### src/rtl/mc_ctrl_fsm_if.sv
// Control-to-datapath/memory bundle for the multi-cycle RV32I controller.
// master = controller side, slave = datapath/memory side.
interface mc_ctrl_fsm_if;
   logic [31:0] instr;
   logic        alu_zero;
   logic        alu_lsb;
   logic        mem_ready;
   logic        mem_req;
   logic        mem_we;
   logic        mem_iord;
   logic        ir_we;
   logic        pc_we;
   logic [1:0]  pc_src;
   logic [3:0]  alu_ctrl;
   logic [1:0]  alu_src_a;
   logic [1:0]  alu_src_b;
   logic        aluout_we;
   logic        rf_we;
   logic [1:0]  wb_sel;

   modport master (
      input  instr, alu_zero, alu_lsb, mem_ready,
      output mem_req, mem_we, mem_iord, ir_we, pc_we, pc_src, alu_ctrl,
             alu_src_a, alu_src_b, aluout_we, rf_we, wb_sel
   );

   modport slave (
      output instr, alu_zero, alu_lsb, mem_ready,
      input  mem_req, mem_we, mem_iord, ir_we, pc_we, pc_src, alu_ctrl,
             alu_src_a, alu_src_b, aluout_we, rf_we, wb_sel
   );
endinterface

### src/rtl/mc_ctrl_fsm.sv
// Multi-cycle RV32I control FSM: sequences IF/ID/EX/MEM/WB, drives ALU/operand
// selects and datapath write enables, and watches memory for stalls that never end.
module mc_ctrl_fsm #(
   parameter int MEM_TIMEOUT = 255
) (
   input  logic                clk_i,
   input  logic                rstn_i,
   mc_ctrl_fsm_if.master       bus,
   output logic                err_o,
   output logic [2:0]          state_o
);

   localparam logic [2:0] S_IF  = 3'd0;
   localparam logic [2:0] S_ID  = 3'd1;
   localparam logic [2:0] S_EX  = 3'd2;
   localparam logic [2:0] S_MEM = 3'd3;
   localparam logic [2:0] S_WB  = 3'd4;
   localparam logic [2:0] S_ERR = 3'd7;

   localparam logic [6:0] OP_R      = 7'b0110011;
   localparam logic [6:0] OP_I      = 7'b0010011;
   localparam logic [6:0] OP_LUI    = 7'b0110111;
   localparam logic [6:0] OP_AUIPC  = 7'b0010111;
   localparam logic [6:0] OP_LOAD   = 7'b0000011;
   localparam logic [6:0] OP_STORE  = 7'b0100011;
   localparam logic [6:0] OP_BRANCH = 7'b1100011;
   localparam logic [6:0] OP_JAL    = 7'b1101111;
   localparam logic [6:0] OP_JALR   = 7'b1100111;

   localparam logic [3:0] ALU_ZERO = 4'h0;
   localparam logic [3:0] ALU_ADD  = 4'h1;
   localparam logic [3:0] ALU_SUB  = 4'h2;
   localparam logic [3:0] ALU_PASSB = 4'h3;
   localparam logic [3:0] ALU_SLT  = 4'h4;
   localparam logic [3:0] ALU_SLTU = 4'h5;
   localparam logic [3:0] ALU_XOR  = 4'h6;
   localparam logic [3:0] ALU_OR   = 4'h7;
   localparam logic [3:0] ALU_AND  = 4'h8;
   localparam logic [3:0] ALU_SLL  = 4'h9;
   localparam logic [3:0] ALU_SRL  = 4'hA;
   localparam logic [3:0] ALU_SRA  = 4'hB;

   localparam logic [1:0] A_PC    = 2'd0;
   localparam logic [1:0] A_OLDPC = 2'd1;
   localparam logic [1:0] A_RS1   = 2'd2;
   localparam logic [1:0] B_RS2   = 2'd0;
   localparam logic [1:0] B_FOUR  = 2'd1;
   localparam logic [1:0] B_IMM   = 2'd2;

   localparam int CNT_W = (MEM_TIMEOUT > 1) ? $clog2(MEM_TIMEOUT) : 1;

   logic [2:0]       state_q, state_d;
   logic [CNT_W-1:0] waitCnt_q, waitCnt_d;

   logic [6:0] opcode;
   logic [2:0] funct3;
   logic       f7b5;
   logic [4:0] rd;
   logic       isR, isI, isLui, isAuipc, isLoad, isStore, isBranch, isJal, isJalr;
   logic       isLegal;
   logic [3:0] arithOp;
   logic [3:0] branchOp;
   logic       branchTaken;

   logic       memReq, memWe, memIord, irWe, pcWe, aluoutWe, rfWe;
   logic [1:0] pcSrc, aluSrcA, aluSrcB, wbSel;
   logic [3:0] aluCtrl;
   logic       waitCycle, timeoutHit;

   assign opcode   = bus.instr[6:0];
   assign funct3   = bus.instr[14:12];
   assign f7b5     = bus.instr[30];
   assign rd       = bus.instr[11:7];

   assign isR      = (opcode == OP_R);
   assign isI      = (opcode == OP_I);
   assign isLui    = (opcode == OP_LUI);
   assign isAuipc  = (opcode == OP_AUIPC);
   assign isLoad   = (opcode == OP_LOAD);
   assign isStore  = (opcode == OP_STORE);
   assign isBranch = (opcode == OP_BRANCH);
   assign isJal    = (opcode == OP_JAL);
   assign isJalr   = (opcode == OP_JALR);
   assign isLegal  = isR | isI | isLui | isAuipc | isLoad | isStore |
                     isBranch | isJal | isJalr;

   // Bit 30 only means sub for register-register adds; addi's bit 30 is immediate data.
   always_comb begin
      arithOp = ALU_ADD;
      case (funct3)
         3'b000:  arithOp = (isR && f7b5) ? ALU_SUB : ALU_ADD;
         3'b001:  arithOp = ALU_SLL;
         3'b010:  arithOp = ALU_SLT;
         3'b011:  arithOp = ALU_SLTU;
         3'b100:  arithOp = ALU_XOR;
         3'b101:  arithOp = f7b5 ? ALU_SRA : ALU_SRL;
         3'b110:  arithOp = ALU_OR;
         default: arithOp = ALU_AND;
      endcase
   end

   // funct3[2] picks compare vs equality, [1] unsigned compare, [0] inverts the sense.
   always_comb begin
      branchOp    = ALU_SUB;
      branchTaken = 1'b0;
      if (!funct3[2]) begin
         branchOp    = ALU_SUB;
         branchTaken = bus.alu_zero ^ funct3[0];
      end else begin
         branchOp    = funct3[1] ? ALU_SLTU : ALU_SLT;
         branchTaken = bus.alu_lsb ^ funct3[0];
      end
   end

   assign waitCycle  = memReq && !bus.mem_ready;
   assign timeoutHit = (MEM_TIMEOUT != 0) && waitCycle &&
                       (waitCnt_q == CNT_W'(MEM_TIMEOUT - 1));

   always_comb begin
      state_d  = state_q;
      memReq   = 1'b0;
      memWe    = 1'b0;
      memIord  = 1'b0;
      irWe     = 1'b0;
      pcWe     = 1'b0;
      pcSrc    = 2'd0;
      aluCtrl  = ALU_ZERO;
      aluSrcA  = A_PC;
      aluSrcB  = B_RS2;
      aluoutWe = 1'b0;
      rfWe     = 1'b0;
      wbSel    = 2'd0;

      case (state_q)
         S_IF: begin
            memReq  = 1'b1;
            aluSrcA = A_PC;
            aluSrcB = B_FOUR;
            aluCtrl = ALU_ADD;
            if (bus.mem_ready) begin
               irWe    = 1'b1;
               pcWe    = 1'b1;
               pcSrc   = 2'd0;
               state_d = S_ID;
            end else if (timeoutHit) begin
               state_d = S_ERR;
            end
         end

         S_ID: begin
            aluSrcA  = A_OLDPC;
            aluSrcB  = B_IMM;
            aluCtrl  = ALU_ADD;
            aluoutWe = 1'b1;
            state_d  = isLegal ? S_EX : S_ERR;
         end

         S_EX: begin
            state_d = S_WB;
            if (isR || isI) begin
               aluSrcA  = A_RS1;
               aluSrcB  = isR ? B_RS2 : B_IMM;
               aluCtrl  = arithOp;
               aluoutWe = 1'b1;
            end else if (isLui) begin
               aluSrcB  = B_IMM;
               aluCtrl  = ALU_PASSB;
               aluoutWe = 1'b1;
            end else if (isAuipc) begin
               aluSrcA  = A_OLDPC;
               aluSrcB  = B_IMM;
               aluCtrl  = ALU_ADD;
               aluoutWe = 1'b1;
            end else if (isLoad || isStore) begin
               aluSrcA  = A_RS1;
               aluSrcB  = B_IMM;
               aluCtrl  = ALU_ADD;
               aluoutWe = 1'b1;
               state_d  = S_MEM;
            end else if (isBranch) begin
               aluSrcA = A_RS1;
               aluSrcB = B_RS2;
               aluCtrl = branchOp;
               pcWe    = branchTaken;
               pcSrc   = 2'd1;
               state_d = S_IF;
            end else if (isJal) begin
               pcWe  = 1'b1;
               pcSrc = 2'd1;
            end else if (isJalr) begin
               aluSrcA = A_RS1;
               aluSrcB = B_IMM;
               aluCtrl = ALU_ADD;
               pcWe    = 1'b1;
               pcSrc   = 2'd2;
            end else begin
               state_d = S_ERR;
            end
         end

         S_MEM: begin
            memReq  = 1'b1;
            memIord = 1'b1;
            memWe   = isStore;
            if (bus.mem_ready) begin
               state_d = isStore ? S_IF : S_WB;
            end else if (timeoutHit) begin
               state_d = S_ERR;
            end
         end

         S_WB: begin
            rfWe    = (rd != 5'd0);
            wbSel   = isLoad ? 2'd1 : ((isJal || isJalr) ? 2'd2 : 2'd0);
            state_d = S_IF;
         end

         S_ERR: begin
            state_d = S_ERR;
         end

         default: begin
            state_d = S_ERR;
         end
      endcase
   end

   // The wait counter only measures an unbroken stall within one state.
   always_comb begin
      if ((state_d != state_q) || !waitCycle) begin
         waitCnt_d = '0;
      end else begin
         waitCnt_d = waitCnt_q + 1'b1;
      end
   end

   always_ff @(posedge clk_i) begin
      if (!rstn_i) begin
         state_q   <= S_IF;
         waitCnt_q <= '0;
      end else begin
         state_q   <= state_d;
         waitCnt_q <= waitCnt_d;
      end
   end

   // Holding reset silences every output, including a request already in flight.
   assign bus.mem_req   = rstn_i & memReq;
   assign bus.mem_we    = rstn_i & memWe;
   assign bus.mem_iord  = rstn_i & memIord;
   assign bus.ir_we     = rstn_i & irWe;
   assign bus.pc_we     = rstn_i & pcWe;
   assign bus.pc_src    = rstn_i ? pcSrc    : 2'd0;
   assign bus.alu_ctrl  = rstn_i ? aluCtrl  : 4'd0;
   assign bus.alu_src_a = rstn_i ? aluSrcA  : 2'd0;
   assign bus.alu_src_b = rstn_i ? aluSrcB  : 2'd0;
   assign bus.aluout_we = rstn_i & aluoutWe;
   assign bus.rf_we     = rstn_i & rfWe;
   assign bus.wb_sel    = rstn_i ? wbSel    : 2'd0;
   assign err_o         = rstn_i && (state_q == S_ERR);
   assign state_o       = rstn_i ? state_q  : 3'd0;

endmodule

### src/flat_wrapper.sv
// flat-port wrapper written by rule: the top's interface ports become plain ports
module mc_ctrl_fsm_flat 
#(
   parameter int MEM_TIMEOUT = 255
)
  (clk_i, rstn_i, err_o, state_o, bus_instr, bus_alu_zero, bus_alu_lsb, bus_mem_ready, bus_mem_req, bus_mem_we, bus_mem_iord, bus_ir_we, bus_pc_we, bus_pc_src, bus_alu_ctrl, bus_alu_src_a, bus_alu_src_b, bus_aluout_we, bus_rf_we, bus_wb_sel);
  mc_ctrl_fsm_if bus_i ();
  input  logic clk_i;
  input  logic rstn_i;
  output logic err_o;
  output logic [2:0] state_o;
  input wire logic [$bits(bus_i.instr)-1:0] bus_instr;
  input wire logic [$bits(bus_i.alu_zero)-1:0] bus_alu_zero;
  input wire logic [$bits(bus_i.alu_lsb)-1:0] bus_alu_lsb;
  input wire logic [$bits(bus_i.mem_ready)-1:0] bus_mem_ready;
  output wire logic [$bits(bus_i.mem_req)-1:0] bus_mem_req;
  output wire logic [$bits(bus_i.mem_we)-1:0] bus_mem_we;
  output wire logic [$bits(bus_i.mem_iord)-1:0] bus_mem_iord;
  output wire logic [$bits(bus_i.ir_we)-1:0] bus_ir_we;
  output wire logic [$bits(bus_i.pc_we)-1:0] bus_pc_we;
  output wire logic [$bits(bus_i.pc_src)-1:0] bus_pc_src;
  output wire logic [$bits(bus_i.alu_ctrl)-1:0] bus_alu_ctrl;
  output wire logic [$bits(bus_i.alu_src_a)-1:0] bus_alu_src_a;
  output wire logic [$bits(bus_i.alu_src_b)-1:0] bus_alu_src_b;
  output wire logic [$bits(bus_i.aluout_we)-1:0] bus_aluout_we;
  output wire logic [$bits(bus_i.rf_we)-1:0] bus_rf_we;
  output wire logic [$bits(bus_i.wb_sel)-1:0] bus_wb_sel;
  assign bus_i.instr = bus_instr;
  assign bus_i.alu_zero = bus_alu_zero;
  assign bus_i.alu_lsb = bus_alu_lsb;
  assign bus_i.mem_ready = bus_mem_ready;
  assign bus_mem_req = bus_i.mem_req;
  assign bus_mem_we = bus_i.mem_we;
  assign bus_mem_iord = bus_i.mem_iord;
  assign bus_ir_we = bus_i.ir_we;
  assign bus_pc_we = bus_i.pc_we;
  assign bus_pc_src = bus_i.pc_src;
  assign bus_alu_ctrl = bus_i.alu_ctrl;
  assign bus_alu_src_a = bus_i.alu_src_a;
  assign bus_alu_src_b = bus_i.alu_src_b;
  assign bus_aluout_we = bus_i.aluout_we;
  assign bus_rf_we = bus_i.rf_we;
  assign bus_wb_sel = bus_i.wb_sel;
  mc_ctrl_fsm #(.MEM_TIMEOUT(MEM_TIMEOUT)) u_core (.clk_i(clk_i), .rstn_i(rstn_i), .bus(bus_i), .err_o(err_o), .state_o(state_o));
endmodule
### config.mk
export PLATFORM = sky130hd
export DESIGN_NAME = mc_ctrl_fsm_flat
export DESIGN_NICKNAME = d
export VERILOG_FILES = /design/src/rtl/mc_ctrl_fsm_if.sv /design/src/rtl/mc_ctrl_fsm.sv /design/src/flat_wrapper.sv
export SDC_FILE = /design/constraint.sdc
export NUM_CORES = 1
export LEC_CHECK = 0
export CORE_ASPECT_RATIO = 1.75
export CORE_UTILIZATION = 37
export CTS_BUF_LIST = sky130_fd_sc_hd__clkbuf_8
export CTS_CLUSTER_SIZE = 30
export DETAILED_ROUTE_END_ITERATION = 10
export PLACE_DENSITY = 0.8
export SYNTH_ARGS = -nofsm -noshare
export SYNTH_HDL_FRONTEND = slang
export SYNTH_SLANG_ARGS = --single-unit
### constraint.sdc
create_clock -name clk_i -period 1.65 [get_ports clk_i]
set_clock_uncertainty 0.2 [all_clocks]
set_input_delay 0.33 -clock clk_i [delete_from_list [all_inputs] [get_ports clk_i]]
set_output_delay 0.33 -clock clk_i [all_outputs]
set_load 0.01 [all_outputs]
==> summary.txt <==
Synthesis
  • Cell count after synthesis: 152
  • Dominant cell type by area after synthesis: dfxtp_1
  • Synth unique cells: 46
  • Synth cell count leaders: 16 x nor2_1, 15 x nand2_1, 11 x dfxtp_1, 9 x nor3_2
  • Asr flop ratio synth: 0
  • Yosys warns: 0
  • Synth Cell Area: 1131 um^2
  • Register area share after synthesis: 0.1947
  • Seq cells post-synth: 11
  • Synth top area cells: dfxtp_1 19%, nor3_2 8.0%, nor2_1 5.3%
  • Number of flops mapped to enable cells by yosys: 0
  • Yosys top cell area share: 0.1947
  • Syn_nets: 191
  • Ys flop type: dfxtp_1
  • Top-count cell post-synth: nor2_1
  • Post-Synthesis Mean Instance Area: 7.441 um^2

Floorplan
  • Rows: 26
  • Die ar.: 3291 um^2
  • Die X: 43.80 um
  • Core Box Area: 2928 um^2
  • Die height: 75.14 um
  • IO Count: 60
  • Initial cell density of the core: 0.3863

Route
  • Iteration-0 DRC Markers: 111
  • Vias/cell: just over 6
  • Routed Antenna Nets: 0
  • First-pass DRT Iterations: 7
  • Vias: 1,793
  • Routed len/inst: 22.80 um
  • Detailed Route WL: roughly 6600 um
  • DR DRC count: 4

STA
  • Relative slew margins: 0.7610
  • Worst-margin pin slew: 355.8 ps
  • Final Cycle Share: 1.228
  • Final min period: 2026 ps
  • Final hold vios: 0
  • Final Slew Violations: 0
  • WHS: 344.6 ps
  • RSZ-0062 raised after global routing: yes
  • Final worst slack: -376.3 ps
  • Setup violations, final: 30
  • Highest Clock Rate: 0.4935 GHz

Layout
  • Antenna diodes: 0
  • Area growth, synth to finish: 125.0%
  • Cell area after layout: 2545 um^2
  • Nets@finish: about 300
  • Post-route insts no fill: ~290
  • Layout cells sized above 1: 0.6973

Global routing
  • Antenna violations before repair: 0
  • GRT Resource Usage Total: 0.3742
  • Largest net degree at the start of global routing: 9
  • First-pass GRT wire length: between 9000 and 10,000 um
  • Met3 Usage GRT: 0.05276
  • GR Overflow Total: 0
  • Busiest grt layer: met2
  • Vias in the first global route: ~1,900
  • M2 GR Usage: 0.7048
  • M1 GR Usage: 0.3275

Clocking
  • CTS Buffer Depth: 2
  • Root Driver: clkbuf_8
  • CTS tree: done
  • Cts bufs inserted: 3
  • H-tree depth: 1
  • CTS clk-pin slew, worst paths: 50 ps
  • Insertion delay of the later-clocked pin in the worst-skew pair: 250 ps
  • CTS hold repair buffers: 0
  • Clk sinks: 11

Min path
  • Hold Crit Depth: 2
  • Hold_sp: u_core.waitCnt_q[0]$_SDFF_PP0_
  • Hold endpoint: u_core.waitCnt_q[0]$_SDFF_PP0_
  • Class of the worst hold path: reg2reg

Status
  • Outcome: finished with violations
  • Failing checks: design-rule violations, negative setup slack

Flow run
  • Max-cap viol count: 0

Worst setup path
  • Crit path DAT: roughly 1500 ps
  • CP Max Fanout: 5
  • Flop2flop setup slack: -90 ps
  • Worst path required time: 1120 ps
  • Critical Path End Type: primary output
  • Worst R2R Path Depth: 6
  • Critical Path Source Type: primary input
  • CP dominant cell by count: a21oi_2
  • R2R Path Start: u_core.state_q[0]$_SDFF_PN0_
  • CP Class: in2out
  • Slowest CP cell: a2111oi_4
  • Worst stage delay on the critical path: a little over 400 ps
  • Crit-path cells: buf_12 > a2111oi_4 > a21oi_2 > or3_1 > a21oi_2 > buf_2
  • Worst R2R End: u_core.waitCnt_q[0]$_SDFF_PP0_

Power and ir drop
  • Leakage: 1.111 nW
  • P per Cell Area: 1003 nW/um^2
  • Design Power: 2.553 mW
  • Peak VDD IR: 0.9132 mV

Placed design
  • Placed insts: 271
  • Port buffer count: 43
  • Area after DPL: between 2000 and 2500 um^2
  • Detailed placer's ending HPWL: 3521 um
  • Placement Setup Slack: -1285 ps
  • RD Place Congestion: 0.8922
critical path: cells and delay by family:
family | cells | cell delay, ps
AO/OA/AOI/OAI | 3 | 590
AND/OR/NAND/NOR | 1 | 330
buffers and inverters | 2 | 250
flip-flops by register name (all words and copies together) (netlist names):
| register | cells |
|---|---|
| u_core.waitCnt_q | 8 |
| u_core.state_q | 3 |
per-stage QoR:
stage / TNS (ps) / util
finish: -5300 / 0.8692
global route: -6594 / 0.8692
global placement: -29980 / 0.7081
CTS: -3893 / 0.8329
floorplan: -524.9 / -
detailed placement: -30680 / 0.7081
cells by family after synthesis:
| group | share of synthesized area |
|---|---|
| AO/OA/AOI/OAI | 0.2124 |
| buffers and inverters | 0.04535 |
| XOR/XNOR | 0.05420 |
| multiplexers | 0.008850 |
| flip-flops | 0.1947 |
| adder cells (fa/ha/maj) | 0.02212 |
| AND/OR/NAND/NOR | 0.4624 |
layout make-up:
cell class	instances	area [um^2]
Inverter	5	21.27
Fill cell	130	382.9
Clock inverter	1	3.754
Timing Repair Buffer	111	972.2
Tap cell	28	35.03
Multi-Input combinational cell	130	1244
Sequential cell	11	227.7
Clock buffer	3	41.29
what timing repair did:
item | CTS | global route
buffers inserted | 14 | 8
pin swaps | 50 | 30
resized for setup | 239 | 28
endpoints found under the setup margin | 34 | 34
gates cloned | 1 | 0
cells in the final DEF (no fill, tap or decap), drive strengths merged, types with 3 or more instances in the layout:
master         Yosys  routed
dlygate4sd2        0       3
nand3b             3       4
xor2               5       5
and2               3       3
buf                5     101
clkbuf             2       4
inv                5       6
a21oi              9       9
nand3              8       8
and4               3       3
o21ai              8       8
nand4              4       4
clkdlybuf4s50      0       5
nor2b              3       3
nand2b             5       5
dfxtp             11      11
nor3              16      16
nor2              16      16
nand2             15      15
routing by layer:
metal,vias to the layer above,wire length (um)
met5,-,0
met4,0,701
met3,58,442
met2,120,3419
met1,845,2026
li1,770,-
worst max-delay path by stage:
stage,from,end,slack (ps)
final,bus_instr[2],bus_alu_ctrl[0],-380
after global routing,bus_instr[4],bus_alu_ctrl[0],-420
after CTS,bus_instr[5],bus_alu_ctrl[0],-400
after detailed placement,bus_instr[4],bus_alu_ctrl[0],-1290
after global placement,bus_instr[4],bus_alu_ctrl[0],-1230
after floorplan,bus_instr[5],bus_alu_ctrl[0],-190
power by group:
group          internal (mW)  switching, mW  leakage (nW)
combinational          0.932          0.976         0.993
sequential             0.317         0.0539        0.0911
clock                  0.164          0.111        0.0269
total                   1.41           1.14          1.11
Note: power is estimated with default switching activity, not from simulation.
